File: config.mk
export PLATFORM = sky130hd
export DESIGN_NAME = alram_rd_streamer
export DESIGN_NICKNAME = d
export VERILOG_FILES = /design/src/rtl/alram_rd_streamer.sv
export SDC_FILE = /design/constraint.sdc
export NUM_CORES = 1
export LEC_CHECK = 0
export BUFFER_PORTS_ARGS = -buffer_cell sky130_fd_sc_hd__buf_2
export CAP_MARGIN = 30
export CORE_ASPECT_RATIO = 1.75
export CORE_MARGIN = 5
export CORE_UTILIZATION = 55
export CTS_CLUSTER_DIAMETER = 200
export DETAILED_ROUTE_END_ITERATION = 6
export MAX_ROUTING_LAYER = met4
export PLACE_DENSITY = 0.77
export RECOVER_POWER = 100
export SLEW_MARGIN = 20
export SYNTH_ARGS = -nofsm -noshare
export SYNTH_HDL_FRONTEND = slang
export SYNTH_SLANG_ARGS = --single-unit
File: constraint.sdc
create_clock -name clk -period 18.7 [get_ports clk]
set_input_delay 0.935 -clock clk [delete_from_list [all_inputs] [get_ports clk]]
set_output_delay 0.935 -clock clk [all_outputs]
set_load 0.1 [all_outputs]
File: src/rtl/alram_rd_streamer.sv
// Sequential read master for a dual-port RAM with a 2-cycle registered read.
// Returned words leave through a credit-protected FIFO as a valid/ready stream.
module alram_rd_streamer #(
  parameter int WID  = 256,
  parameter int AWID = 5,
  parameter int DEP  = 1 << AWID,
  parameter int LWID = AWID + 1,
  parameter int FDEP = 4
) (
  input  logic            clk,
  input  logic            rst,
  input  logic            start,
  input  logic [AWID-1:0] base,
  input  logic [LWID-1:0] len,
  output logic            busy,
  output logic            done,
  output logic [AWID-1:0] ra,
  input  logic [WID-1:0]  rdo,
  output logic [WID-1:0]  odat,
  output logic            ovld,
  output logic            olast,
  input  logic            ordy
);
  localparam int PW = (FDEP > 1) ? $clog2(FDEP) : 1;
  localparam int CW = $clog2(FDEP + 1);
  localparam int UW = CW + 1;
  localparam int EW = WID + 1;

  localparam logic [1:0] S_IDLE  = 2'd0;
  localparam logic [1:0] S_RUN   = 2'd1;
  localparam logic [1:0] S_DRAIN = 2'd2;

  logic [1:0]      state_q, state_d;
  logic [AWID-1:0] ra_q, ra_d;
  logic [LWID-1:0] rem_q, rem_d;
  logic            busy_q, busy_d;
  logic            done_q, done_d;
  logic [1:0]      pv_q, pv_d;
  logic [1:0]      pl_q, pl_d;
  logic [PW-1:0]   wr_ptr_q, wr_ptr_d;
  logic [PW-1:0]   rd_ptr_q, rd_ptr_d;
  logic [CW-1:0]   cnt_q, cnt_d;

  logic [FDEP*EW-1:0] ent_flat;
  logic [EW-1:0]      head;
  logic [UW-1:0]      used;
  logic               issue;
  logic               push;
  logic               pop;
  logic               head_last;

  // Buffered words plus reads still in the RAM pipe must leave room for one more.
  assign used      = UW'(cnt_q) + UW'(pv_q[0]) + UW'(pv_q[1]);
  assign issue     = (state_q == S_RUN) && (rem_q != '0) && (used < UW'(FDEP));
  assign push      = pv_q[1];
  assign ovld      = (cnt_q != '0);
  assign pop       = ovld && ordy;
  assign head      = ent_flat[rd_ptr_q*EW +: EW];
  assign head_last = head[WID];
  assign odat      = ovld ? head[WID-1:0] : '0;
  assign olast     = ovld && head_last;
  assign busy      = busy_q;
  assign done      = done_q;
  assign ra        = ra_q;

  function automatic logic [PW-1:0] ptr_inc(input logic [PW-1:0] p);
    return (p == PW'(FDEP - 1)) ? '0 : p + PW'(1);
  endfunction

  function automatic logic [AWID-1:0] addr_inc(input logic [AWID-1:0] a);
    return (a == AWID'(DEP - 1)) ? '0 : a + AWID'(1);
  endfunction

  always_comb begin
    state_d = state_q;
    ra_d    = ra_q;
    rem_d   = rem_q;
    busy_d  = busy_q;
    done_d  = 1'b0;
    case (state_q)
      S_IDLE: begin
        if (start) begin
          if (len != '0) begin
            ra_d    = base;
            rem_d   = len;
            busy_d  = 1'b1;
            state_d = S_RUN;
          end else begin
            done_d = 1'b1;
          end
        end
      end
      S_RUN: begin
        if (issue) begin
          ra_d  = addr_inc(ra_q);
          rem_d = rem_q - LWID'(1);
          if (rem_q == LWID'(1)) state_d = S_DRAIN;
        end
      end
      S_DRAIN: begin
        if (pop && head_last) begin
          done_d  = 1'b1;
          busy_d  = 1'b0;
          state_d = S_IDLE;
        end
      end
      default: state_d = S_IDLE;
    endcase
  end

  // The last-word tag travels alongside each read through the latency pipe.
  always_comb begin
    pv_d     = {pv_q[0], issue};
    pl_d     = {pl_q[0], issue && (rem_q == LWID'(1))};
    wr_ptr_d = push ? ptr_inc(wr_ptr_q) : wr_ptr_q;
    rd_ptr_d = pop ? ptr_inc(rd_ptr_q) : rd_ptr_q;
    cnt_d    = cnt_q;
    case ({push, pop})
      2'b10:   cnt_d = cnt_q + CW'(1);
      2'b01:   cnt_d = cnt_q - CW'(1);
      default: cnt_d = cnt_q;
    endcase
  end

  for (genvar gi = 0; gi < FDEP; gi++) begin : g_ent
    logic [EW-1:0] ent_q, ent_d;
    always_comb begin
      ent_d = ent_q;
      if (push && (wr_ptr_q == PW'(gi))) ent_d = {pl_q[1], rdo};
    end
    always_ff @(posedge clk) ent_q <= ent_d;
    assign ent_flat[gi*EW +: EW] = ent_q;
  end

  always_ff @(posedge clk) begin
    if (!rst) begin
      state_q  <= S_IDLE;
      ra_q     <= '0;
      rem_q    <= '0;
      busy_q   <= 1'b0;
      done_q   <= 1'b0;
      pv_q     <= '0;
      pl_q     <= '0;
      wr_ptr_q <= '0;
      rd_ptr_q <= '0;
      cnt_q    <= '0;
    end else begin
      state_q  <= state_d;
      ra_q     <= ra_d;
      rem_q    <= rem_d;
      busy_q   <= busy_d;
      done_q   <= done_d;
      pv_q     <= pv_d;
      pl_q     <= pl_d;
      wr_ptr_q <= wr_ptr_d;
      rd_ptr_q <= rd_ptr_d;
      cnt_q    <= cnt_d;
    end
  end
endmodule
; Yosys cells after proc, flatten, opt, wreduce, memory -nomap -nowiden
; Index checks and enable logic that the tools add are counted.
[classes]
add_sub_neg = 8
multipliers = 1
div_mod_pow = 0
magnitude_cmp = 1
eq_ne = 15
n_shift = 1
muxes = 27
bitwise = 0
reduce_logical = 21
[ops]
columns = op, count
row1 = 1028-bit by 12-bit variable part select with 257-bit output, 1
row2 = 256-bit two-way mux, 1
row3 = 5-bit two-way mux, 4
row4 = 6-bit two-way mux, 3
row5 = 2-bit two-way mux, 7
row6 = 6-bit one-hot mux with 2 select lines, 1
row7 = 6-bit nonzero test, 2
row8 = 2-bit by 9-bit multiplier with 11-bit output (second input constant), 1
row9 = 2-bit equality test (second input constant), 5
row10 = 1-bit logical AND, 10
row11 = 5-bit one-hot mux with 2 select lines, 1
row12 = 2-bit != test (second input constant), 4
row13 = 4-bit AND reduction, 2
row14 = 2-bit by 1-bit equality test with 1-bit output (second input constant), 3
row15 = 6-bit by 1-bit equality test with 1-bit output (second input constant), 1
row16 = 1-bit two-way mux, 6
row17 = 2-bit one-hot mux with 3 select lines, 1
row18 = 3-bit one-hot mux with 2 select lines, 1
row19 = 2-bit nonzero test, 3
row20 = 6-bit by 1-bit subtractor with 6-bit output (second input constant), 1
row21 = 5-bit by 1-bit adder with 5-bit output (second input constant), 1
row22 = 5-bit equality test (second input constant), 1
row23 = 5-bit AND reduction, 1
row24 = 2-bit by 1-bit adder with 2-bit output (second input constant), 2
row25 = 9 further kinds, 11
[word_totals]
ff_bits = 1054
latch_bits = 0
ramBits = 0
mem_bits_ro = 0
inputBits = 271
output_inout_bits = 265
wordCells = 88
mem_count = 0

; Longest topological paths before layout
; Gate-level depths: netlist (run 1).
[depth]
ltp_word = 6
ltp_mapped = 10
ltp_nobuf = 9

; Least setup slack after synthesis (run 1)
; OpenSTA, ideal clock, no wires.
[synth_path]
kind = flip-flop to flip-flop
start = reg wr_ptr_q[0]
end = reg g_ent[0].ent_q[0] (enable)
setup_ns = 0.649
arrival_ns = 6.367
required_time_ns = 18.051
path_slack_ns = 11.683
path_stages_with_launch = 4
path_buffers = 0
period_less_slack_ns = 7.017
path_cell_list = dfxtp_1 > inv_1 > ha_1 > and2_1
[synth_via]
elab_chain_len = 2
[synth_rtl]
columns = element, line_no
row1 = "start, declared", 40  ; logic [PW-1:0] wr_ptr_q, wr_ptr_d;
row2 = "start signal, assigned", 155  ; wr_ptr_q <= wr_ptr_d;
row3 = 2-bit zero test, 129  ; if (push && (wr_ptr_q == PW'(gi))) ent_d = {pl_q[1], rdo};
row4 = 1-bit logical AND, 129
row5 = "end signal, assigned", 131  ; always_ff @(posedge clk) ent_q <= ent_d;
row6 = "end, declared", 126  ; logic [EW-1:0] ent_q, ent_d;
; No other way between the ends.
; A chain may end at the register's enable or synchronous reset.

; Worst setup path after layout (run 1)
[layout_path]
start = reg wr_ptr_q[0]
end = reg g_ent[3].ent_q[144] (enable)
[layout_via]
elab_chain_len = 2
[layout_rtl]
columns = element, line_no
row1 = 2-bit equality test, 129
row2 = 1-bit logical AND, 129
row3 = "end signal, assigned", 131
row4 = "end, declared", 126
; No other way between the ends.

==> results of run 1 <==
==> power by group through the flow <==
stage	Combinational (mW)	Sequential, mW	Clock [mW]
global placement	1.53	2.70	0
global route	1.57	2.66	1.87
floorplan	1.25	2.71	0
finish	1.50	2.66	1.72
CTS	1.56	2.65	1.76
detailed placement	1.55	2.70	0
==> final timing paths <==
| kind | start | slack, ns | end |
|---|---|---|---|
| max | wr_ptr_q[0] | 8.03 | g_ent[3].ent_q[144] |
| min | pl_q[0] | 0.46 | pl_q[1] |
| max reg2reg | wr_ptr_q[0] | 8.03 | g_ent[3].ent_q[144] |
| min reg2reg | pl_q[0] | 0.46 | pl_q[1] |
==> area by class of cell <==
class / instances / area (µm²)
antenna: 25 / 62.6
clock buffer: 113 / 2330
clock inverter: 47 / 347
fill: 5105 / 26800
inverter: 10 / 37.5
multi-input combinational: 642 / 8340
sequential: 1054 / 31400
tap: 931 / 1160
timing repair buffer: 573 / 2270
==> stage by stage <==
stage                     setup slack, ns  util, %  hold slack, ns  cells  area (µm²)
final                                8.03     63.1           0.463   3395       45900
after global routing                 7.08     63.1           0.494   3391       45900
after CTS                           12.21     64.3           0.417   3365       46800
after detailed placement            12.96     60.6           0.437   3205       44100
after global placement              12.93     60.2           0.429   3194       43800
after floorplan                     11.68        -           0.412   1803       40200
==> Yosys cell counts, types with 2 or more instances <==
library cell / instances / area share [%]
and2_1: 265 / 4.1
nand2_1: 19 / 0.18
o21a_1: 2 / 0.037
mux4_2: 257 / 14
or3_1: 4 / 0.062
nand3_1: 3 / 0.037
clkbuf_1: 38 / 0.35
edfxtp_1: 1028 / 77
o2111ai_1: 2 / 0.044
buf_4: 2 / 0.037
o211a_1: 2 / 0.050
dfxtp_1: 26 / 1.3
buf_2: 36 / 0.45
nand4_1: 3 / 0.047
buf_1: 21 / 0.20
o221a_2: 2 / 0.056
mux2i_1: 3 / 0.075
a21o_1: 2 / 0.037
nand4b_1: 2 / 0.044
and3_1: 2 / 0.031
a21boi_0: 7 / 0.13
o211ai_1: 6 / 0.11
o21ai_0: 2 / 0.025
nor2_1: 5 / 0.047
nor2b_1: 6 / 0.093
nor4_1: 2 / 0.031
ha_1: 12 / 0.37
a21oi_1: 3 / 0.037
inv_1: 10 / 0.093
nor3_1: 3 / 0.037
nand2b_1: 4 / 0.062
a32o_1: 5 / 0.12
==> state kept, by name, indices dropped and copies added, names as in the netlist <==
register,count
wr_ptr_q,2
rem_q,6
g_ent.ent_q,1028
done,1
ra,5
state_q,2
pl_q,2
pv_q,2
rd_ptr_q,2
busy,1
cnt_q,3
==> cells by family (layout without fill, tap and decap cells) <==
kind of cell             Yosys count  count (layout)  synth area share, %
XOR/XNOR                           2               2               0.0436
flip-flops                      1054            1054                 78.1
AND/OR/NAND/NOR                  323             323                 4.91
other                              0              25                    0
AO/OA/AOI/OAI                     44              44                0.928
buffers and inverters            107             743                 1.13
multiplexers                     260             260                 14.5
adder cells (fa/ha/maj)           13              13                0.423
==> per-layer routing <==
| layer | up-vias | wire, µm | GRT usage (%) |
|---|---|---|---|
| li1 | 8537 | - | - |
| met1 | 10400 | 32700 | 29.0 |
| met2 | 814 | 44900 | 36.1 |
| met3 | 157 | 7810 | 5.99 |
| met4 | 0 | 2430 | 8.05 |
| met5 | - | 0 | - |
==> results.sh, run 1 <==
export IMPL_cp_num_buf_inv=1
export IMPL_place_gp_congestion=0.832
export IMPL_routed_wl_um=87800
export IMPL_ys_types=51
export IMPL_drtPass1Iterations=7
export IMPL_clock_path_buffers=3
export IMPL_antenna_found_initial=23
export IMPL_postSynthAreaPerCell_um2=22.3
export IMPL_grt_usage_pct=22.8
export IMPL_portBuffers=535
export IMPL_yosysWarnings=0
export IMPL_postSynth_asyncResetShare_pct=0
export IMPL_start_util_pct=55.2
export IMPL_slew_violations=1248
export IMPL_cap_viol_max_count=28
export IMPL_h_tree_depth=3
export IMPL_holdBufCountCts=0
export IMPL_fin_skew_ns=0.0289
export IMPL_viasPerCell=5.86
export IMPL_mostFrequentLayoutCells="edfxtp_1 (1028), clkbuf_1 (567), and2_1 (259), mux4_2 (257), clkbuf_16 (89)"
export IMPL_layout_nets=2653
export IMPL_crit_type="reg -> reg"
export IMPL_crit_cells=3
export IMPL_area_delta_synth_final_pct=14.3
export IMPL_reg2reg_depth=3
export IMPL_power_internal_mw=3.84
export IMPL_peakVddDrop_v=0.000145
export IMPL_run_status="finished, violations left"
export IMPL_syn_inst=1803
export IMPL_final_setup_viol_count=0
export IMPL_fin_setup_tns_ns=0
export IMPL_clkTransAtPathRegs_ns=0.06
export IMPL_clock_latency_ns=0.67
export IMPL_root_buffer="clkbuf_16"
export IMPL_p_leak_nw=14.0
export IMPL_row_count=131
export IMPL_rsz0062_at_grt="false"
export IMPL_ys_dominant_reg_cell="edfxtp_1"
export IMPL_drive_gt1_share_pct=17.0
export IMPL_clock_sinks=1054
export IMPL_cts_made_buffers=88
export IMPL_path_cells="ha_1 -> and2_0 -> clkbuf_1"
export IMPL_drtIter0Drc=1944
export IMPL_dp_hpwl_um=55000
export IMPL_core_area_mm2=0.0728
export IMPL_drc=0
export IMPL_critPathArrivalTime_ns=10.67
export IMPL_tritoncts="done"
export IMPL_min_path_type="reg -> reg"
export IMPL_p_clk_share_pct=29.3
export IMPL_io_pins=536
export IMPL_worstSetupStartpointType="register"
export IMPL_critPathMaxStageDelay_ns=6.19
export IMPL_final_common_cell="edfxtp_1"
export IMPL_post_cts_resized=0
export IMPL_seq_area_frac_synth_pct=78.1
export IMPL_fin_crit_sh_pct=57.0
export IMPL_routedWlPerCell_um=25.9
export IMPL_die_area_mm2=0.0788
export IMPL_fin_crit_ns=10.67
export IMPL_p_per_area_mw_per_mm2=128
export IMPL_die_w_um=214
export IMPL_grt_pass1_vias=21300
export IMPL_netlist_area_mm2=0.0402
export IMPL_grt_ovfl_total=0
export IMPL_path_delay_family="buffers and inverters"
export IMPL_required_ns=18.70
export IMPL_max_slew_margin_pct=-470
export IMPL_postRouteAntennaNets=0
export IMPL_synth_fp_nets=2087
export IMPL_swShare_pct=34.8
export IMPL_finalPower_mw=5.88
export IMPL_crit_path_max_fanout=138
export IMPL_grt_pass1_wl_um=133000
export IMPL_combPwrFrac_pct=25.6
export IMPL_worstMarginPinSlew_ns=8.55
export IMPL_synth_edf_count=1028
export IMPL_violations="capacitance limit, slew limit"
export IMPL_cpMaxStageDelayCell="clkbuf_1"
export IMPL_fmax_mhz=93.7
export IMPL_switchingPower_mw=2.05
export IMPL_grt_max_degree=139
export IMPL_hold_viol=0
export IMPL_fp_dieH_um=368
export IMPL_ys_seq_elements=1054
export IMPL_p_seq_share_pct=45.1
export IMPL_min_path_cells=1
export IMPL_post_cts_buffers=0
export IMPL_crit_path_end_kind="register"
export IMPL_vias=19900
No activity file was read; power rests on OpenSTA's default activity.
==> inputs of run 2 (changes only) <==
==> constraint.sdc (replaced) <==
create_clock -name clk -period 10 [get_ports clk]
set_input_delay 0.5 -clock clk [delete_from_list [all_inputs] [get_ports clk]]
set_output_delay 0.5 -clock clk [all_outputs]
set_load 0.1 [all_outputs]
==> results.sh, run 2 (synthesized netlist as in run 1, its figures left out) <==
export IMPL_rsz0062_at_grt="false"
export IMPL_fillers=4998
export IMPL_path_delay_family="buffers and inverters"
export IMPL_fin_crit_ns=6.76
export IMPL_clkTransAtPathRegs_ns=0.07
export IMPL_io_pins=536
export IMPL_clock_latency_ns=0.62
export IMPL_slew_violations=824
export IMPL_grt_pass1_vias=21100
export IMPL_top_register="g_ent.ent_q"
export IMPL_drtIter0Drc=1787
export IMPL_fin_skew_ns=0.0156
export IMPL_cp_num_buf_inv=2
export IMPL_hold_worst_slack_ns=0.123
export IMPL_root_buffer="clkbuf_16"
export IMPL_postRouteAntennaNets=0
export IMPL_antenna_found_initial=20
export IMPL_row_count=131
export IMPL_core_area_mm2=0.0728
export IMPL_final_setup_viol_count=0
export IMPL_fp_dieH_um=368
export IMPL_start_util_pct=55.2
export IMPL_p_per_area_mw_per_mm2=242
export IMPL_die_w_um=214
export IMPL_grt_usage_pct=22.3
export IMPL_final_common_cell="edfxtp_1"
export IMPL_critPathMaxStageDelay_ns=2.08
export IMPL_crit_type="reg -> reg"
export IMPL_critPathArrivalTime_ns=6.94
export IMPL_tritoncts="done"
export IMPL_layout_nets=2645
export IMPL_path_cells="ha_1 -> and2_0 -> clkbuf_1 -> clkbuf_1"
export IMPL_area_delta_synth_final_pct=15.2
export IMPL_violations="capacitance limit, slew limit"
export IMPL_worstMarginPinSlew_ns=4.27
export IMPL_grt_max_degree=149
export IMPL_cpMaxStageDelayCell="clkbuf_1"
export IMPL_h_tree_depth=3
export IMPL_die_area_mm2=0.0788
export IMPL_min_path_type="in -> reg"
export IMPL_cts_made_buffers=90
export IMPL_place_gp_congestion=0.809
export IMPL_worstSetupStartpointType="register"
export IMPL_finalPower_mw=11.2
export IMPL_clock_path_buffers=3
export IMPL_viasPerCell=5.82
export IMPL_post_cts_resized=0
export IMPL_crit_path_frequent_cell="clkbuf_1"
export IMPL_largest_reg_flops=1028
export IMPL_routed_wl_um=86300
export IMPL_mostFrequentLayoutCells="edfxtp_1 (1028), clkbuf_1 (410), and2_1 (260), mux4_2 (257), buf_2 (154)"
export IMPL_max_slew_margin_pct=-185
export IMPL_fmax_mhz=148
export IMPL_fin_setup_tns_ns=0
export IMPL_run_status="finished, violations left"
export IMPL_portBuffers=535
export IMPL_crit_path_max_fanout=43
export IMPL_grt_ovfl_total=0
export IMPL_dp_hpwl_um=53800
export IMPL_drive_gt1_share_pct=23.5
export IMPL_post_cts_buffers=0
export IMPL_crit_path_end_kind="register"
export IMPL_clock_sinks=1054
export IMPL_drc=0
export IMPL_p_leak_nw=14.7
export IMPL_fin_crit_sh_pct=67.6
export IMPL_drtPass1Iterations=6
export IMPL_grt_pass1_wl_um=131000
export IMPL_hold_viol=0
export IMPL_peakVddDrop_v=0.000237
export IMPL_holdBufCountCts=0
export IMPL_vias=19700
export IMPL_fin_util_pct=63.7
export IMPL_routedWlPerCell_um=25.5
export IMPL_cap_viol_max_count=16
export IMPL_required_ns=10.18
-- run 2: cell types whose count changed in the layout (fill, tap and decap cells not counted), sizes merged --
cell / change
inv: +4
clkbuf: -150
diode: -1
clkinv: -2
buf: +140
bufinv: +1
clkinvlp: +3
-- run 2: layer usage --
layer / vias to the layer above / track usage (%) / part of all wire (%)
met4: 0 / 5.60 / 2.0
li1: 8524 / - / -
met5: - / - / 0
met1: 10300 / 28.5 / 38
met3: 117 / 6.70 / 9.5
met2: 828 / 35.8 / 51
-- run 2: per-stage QoR --
stage / setup slack (ns) / instances / instance area (µm²)
3_5_place_dp: 5.86 / 3197 / 43900
2_1_floorplan: 2.98 / 1803 / 40200
4_1_cts: 5.14 / 3363 / 46800
3_3_place_gp: 5.90 / 3194 / 43900
5_1_grt: 2.59 / 3385 / 46300
6_report: 3.24 / 3390 / 46300
-- run 2: where the power goes --
group | internal (mW) | switching [mW] | total [mW]
clock network | 1.84 | 1.53 | 3.38
logic | 0.576 | 2.29 | 2.87
registers | 4.92 | 0.0429 | 4.96
-- run 2: final timing paths --
check | startpoint | endpoint | slack, ns | depth (start not counted)
worst min-delay path | rdo[178] | g_ent[3].ent_q[178] | 0.12 | 1
worst max register to register | wr_ptr_q[0] | g_ent[1].ent_q[216] | 3.24 | 4
worst min register to register | pv_q[0] | pv_q[1] | 0.47 | 1
worst max-delay path | wr_ptr_q[0] | g_ent[1].ent_q[216] | 3.24 | 4
-- run 2: final cells by class --
| cell class | instances | area (µm²) | share of cell area, % |
|---|---|---|---|
| Timing Repair Buffer | 563 | 2460 | 5.32 |
| Inverter | 10 | 37.5 | 0.0810 |
| Tap cell | 931 | 1160 | 2.51 |
| Antenna cell | 24 | 60.1 | 0.130 |
| Sequential cell | 1054 | 31400 | 67.8 |
| Clock inverter | 53 | 448 | 0.967 |
| Multi-Input combinational cell | 642 | 8340 | 18.0 |
| Clock buffer | 113 | 2420 | 5.23 |
==> inputs of run 3 (changes only) <==
--- a/config.mk
+++ b/config.mk
@@ -5,15 +5,16 @@
 export SDC_FILE = /design/constraint.sdc
 export NUM_CORES = 1
 export LEC_CHECK = 0
+export ABC_AREA = 1
 export BUFFER_PORTS_ARGS = -buffer_cell sky130_fd_sc_hd__buf_2
 export CAP_MARGIN = 30
 export CORE_ASPECT_RATIO = 1.75
 export CORE_MARGIN = 5
-export CORE_UTILIZATION = 55
+export CORE_UTILIZATION = 52
 export CTS_CLUSTER_DIAMETER = 200
 export DETAILED_ROUTE_END_ITERATION = 6
 export MAX_ROUTING_LAYER = met4
-export PLACE_DENSITY = 0.77
+export PLACE_DENSITY = 0.76
 export RECOVER_POWER = 100
 export SLEW_MARGIN = 20
 export SYNTH_ARGS = -nofsm -noshare
==> constraint.sdc (replaced) <==
create_clock -name clk -period 5.8 [get_ports clk]
set_input_delay 0.29 -clock clk [delete_from_list [all_inputs] [get_ports clk]]
set_output_delay 0.29 -clock clk [all_outputs]
set_load 0.1 [all_outputs]
==> results.sh, run 3 <==
export IMPL_run_status="finished, violations left"
export IMPL_drive_gt1_share_pct=5.80
export IMPL_fp_dieH_um=382
export IMPL_start_util_pct=52.4
export IMPL_netlist_area_mm2=0.0411
export IMPL_yosysWarnings=0
export IMPL_ys_dominant_reg_cell="edfxtp_1"
export IMPL_drtIter0Drc=2721
export IMPL_cap_viol_max_count=10
export IMPL_syn_inst=3250
export IMPL_die_area_mm2=0.0850
export IMPL_viasPerCell=5.53
export IMPL_synth_fp_nets=3534
export IMPL_h_tree_depth=3
export IMPL_final_setup_viol_count=0
export IMPL_synth_common_cells="nor2_1 (1061), edfxtp_1 (1028), o21ai_0 (422)"
export IMPL_seq_area_frac_synth_pct=76.4
export IMPL_ys_seq_elements=1054
export IMPL_cts_made_buffers=89
export IMPL_grt_pass1_wl_um=157000
export IMPL_final_common_cell="nor2_1"
export IMPL_crit_path_max_fanout=61
export IMPL_post_cts_resized=0
export IMPL_tritoncts="done"
export IMPL_root_buffer="clkbuf_16"
export IMPL_critPathArrivalTime_ns=4.63
export IMPL_yosysMostFrequentCell="nor2_1"
export IMPL_vias=28100
export IMPL_fillers=5729
export IMPL_slew_violations=1100
export IMPL_min_path_type="in -> reg"
export IMPL_ys_types=27
export IMPL_portBuffers=535
export IMPL_die_w_um=223
export IMPL_fin_crit_sh_pct=84.9
export IMPL_crit_end="odat[218]"
export IMPL_synth_edf_count=1028
export IMPL_hold_viol=0
export IMPL_fin_skew_ns=0.0175
export IMPL_p_per_area_mw_per_mm2=396
export IMPL_r2r_start="wr_ptr_q[0]"
export IMPL_drtPass1Iterations=6
export IMPL_clock_sinks=1054
export IMPL_postRouteAntennaNets=0
export IMPL_cp_startpoint="rd_ptr_q[1]"
export IMPL_reg2reg_depth=5
export IMPL_crit_path_end_kind="primary output"
export IMPL_routedWlPerCell_um=20.2
export IMPL_grt_ovfl_total=0
export IMPL_layout_nets=4251
export IMPL_cpMaxStageDelayCell="dfxtp_1"
export IMPL_worstMarginPinSlew_ns=4.74
export IMPL_fmax_mhz=203
export IMPL_peakVddDrop_v=0.000346
export IMPL_rsz0062_at_grt="false"
export IMPL_postSynthAreaPerCell_um2=12.6
export IMPL_path_delay_family="buffers and inverters"
export IMPL_clkTransAtPathRegs_ns=0.07
export IMPL_regToRegSetupSlack_ns=1.06
export IMPL_dp_hpwl_um=55900
export IMPL_worstSetupStartpointType="register"
export IMPL_top_register="g_ent.ent_q"
export IMPL_area_delta_synth_final_pct=20.4
export IMPL_synth_area_leader_cell="edfxtp_1"
export IMPL_fin_area_mm2=0.0495
export IMPL_place_gp_congestion=0.833
export IMPL_violations="capacitance limit, slew limit"
export IMPL_drc=0
export IMPL_crit_cells=6
export IMPL_clock_path_buffers=3
export IMPL_row_count=136
export IMPL_largest_reg_flops=1028
export IMPL_grt_max_degree=196
export IMPL_cp_num_buf_inv=3
export IMPL_critPathMaxStageDelay_ns=1.39
export IMPL_io_pins=536
export IMPL_placed_area_mm2=0.0445
export IMPL_core_area_mm2=0.0784
export IMPL_routed_wl_um=103000
export IMPL_postSynth_asyncResetShare_pct=0
export IMPL_antenna_found_initial=12
export IMPL_synth_top_area_share_pct=75.1
export IMPL_required_ns=5.51
export IMPL_p_leak_nw=16.6
export IMPL_crit_type="reg -> out"
export IMPL_rr_endpoint="g_ent[2].ent_q[113]"
export IMPL_fin_setup_tns_ns=0
export IMPL_max_slew_margin_pct=-216
export IMPL_grt_pass1_vias=28100
export IMPL_path_cells="buf_16 -> clkbuf_2 -> nor2_1 -> o21ai_1 -> a21oi_1 -> clkbuf_1"
export IMPL_fin_crit_ns=4.92
export IMPL_clock_latency_ns=0.67
export IMPL_synth_area_top_cells="edfxtp_1 (75%), nor2_1 (9.7%), o21ai_0 (5.1%)"
export IMPL_grt_usage_pct=24.2
export IMPL_mostFrequentLayoutCells="nor2_1 (1061), edfxtp_1 (1028), clkbuf_1 (484), o21ai_0 (423), a21oi_1 (274)"
==> run 3: how the worst min path moves through the flow <==
stage | from | cells past startpoint | slack (ns) | end
final | len[0] | 5 | 0.05 | rem_q[0]
after global routing | len[1] | 6 | 0.04 | done
after CTS | len[1] | 6 | 0.002 | done
after detailed placement | pl_q[0] | 2 | 0.40 | pl_q[1]
after global placement | pl_q[0] | 2 | 0.40 | pl_q[1]
after floorplan | rdo[0] | 0 | 0.39 | g_ent[0].ent_q[0]
==> run 3: per-layer routing <==
metal / vias up / track usage [%] / wire length (µm)
li1: 13000 / - / -
met2: 1371 / 40.3 / 52300
met5: - / - / 0
met3: 243 / 4.77 / 9000
met1: 13600 / 28.9 / 37300
met4: 0 / 10.4 / 4310
==> run 3: through the flow <==
step	instances	util, %	setup slack [ns]	hold slack [ns]	power, mW
2_1_floorplan	3250	-	0.855	0.389	12.6
3_3_place_gp	4642	56.6	2.27	0.403	13.5
3_5_place_dp	4644	56.7	2.27	0.404	13.5
4_1_cts	5071	63.9	1.55	0.00186	19.7
5_1_grt	5084	63.1	0.685	0.0444	20.3
6_report	5086	63.1	0.877	0.0464	19.6
==> run 3: power by group <==
part           switching (mW)  leakage (nW)  internal, mW
Clock                    2.66          1.46          3.46
Combinational            4.13          5.69         0.776
Sequential             0.0685          9.47          8.50
Total                    6.86          16.6          12.7
==> run 3: area by class of cell <==
type | instances | area (µm²) | area share, %
Antenna cell | 14 | 35.0 | 0.0708
Inverter | 37 | 166 | 0.336
Sequential cell | 1054 | 31400 | 63.5
Tap cell | 1035 | 1290 | 2.62
Clock buffer | 105 | 2350 | 4.75
Clock inverter | 56 | 637 | 1.29
Multi-Input combinational cell | 1957 | 8530 | 17.2
Timing Repair Buffer | 828 | 5070 | 10.2
==> run 3: cell families (layout without fill, tap and decap cells) <==
group | after synthesis | in the layout | synth area share [%]
simple gates | 1133 | 1133 | 10.4
flops | 1054 | 1054 | 76.4
compound gates | 808 | 808 | 9.85
buf+inv | 239 | 1026 | 2.85
fa+ha+maj | 13 | 13 | 0.414
xor+xnor | 2 | 2 | 0.0426
mux | 1 | 1 | 0.0244
other cells | 0 | 14 | 0
==> run 3: timing repair <==
| item | 4_1_cts | 5_1_grt |
|---|---|---|
| hold buffers | 266 | 0 |
| hold endpoints to repair | 1037 | 0 |
| buffers inserted | 0 | 0 |
==> run 3: worst min-delay path, stage by stage <==
cell and delay (ns):
buf_2 0.09, nand2_1 0.05, o21ai_0 0.06, o21ai_0 0.08, a21oi_1 0.11
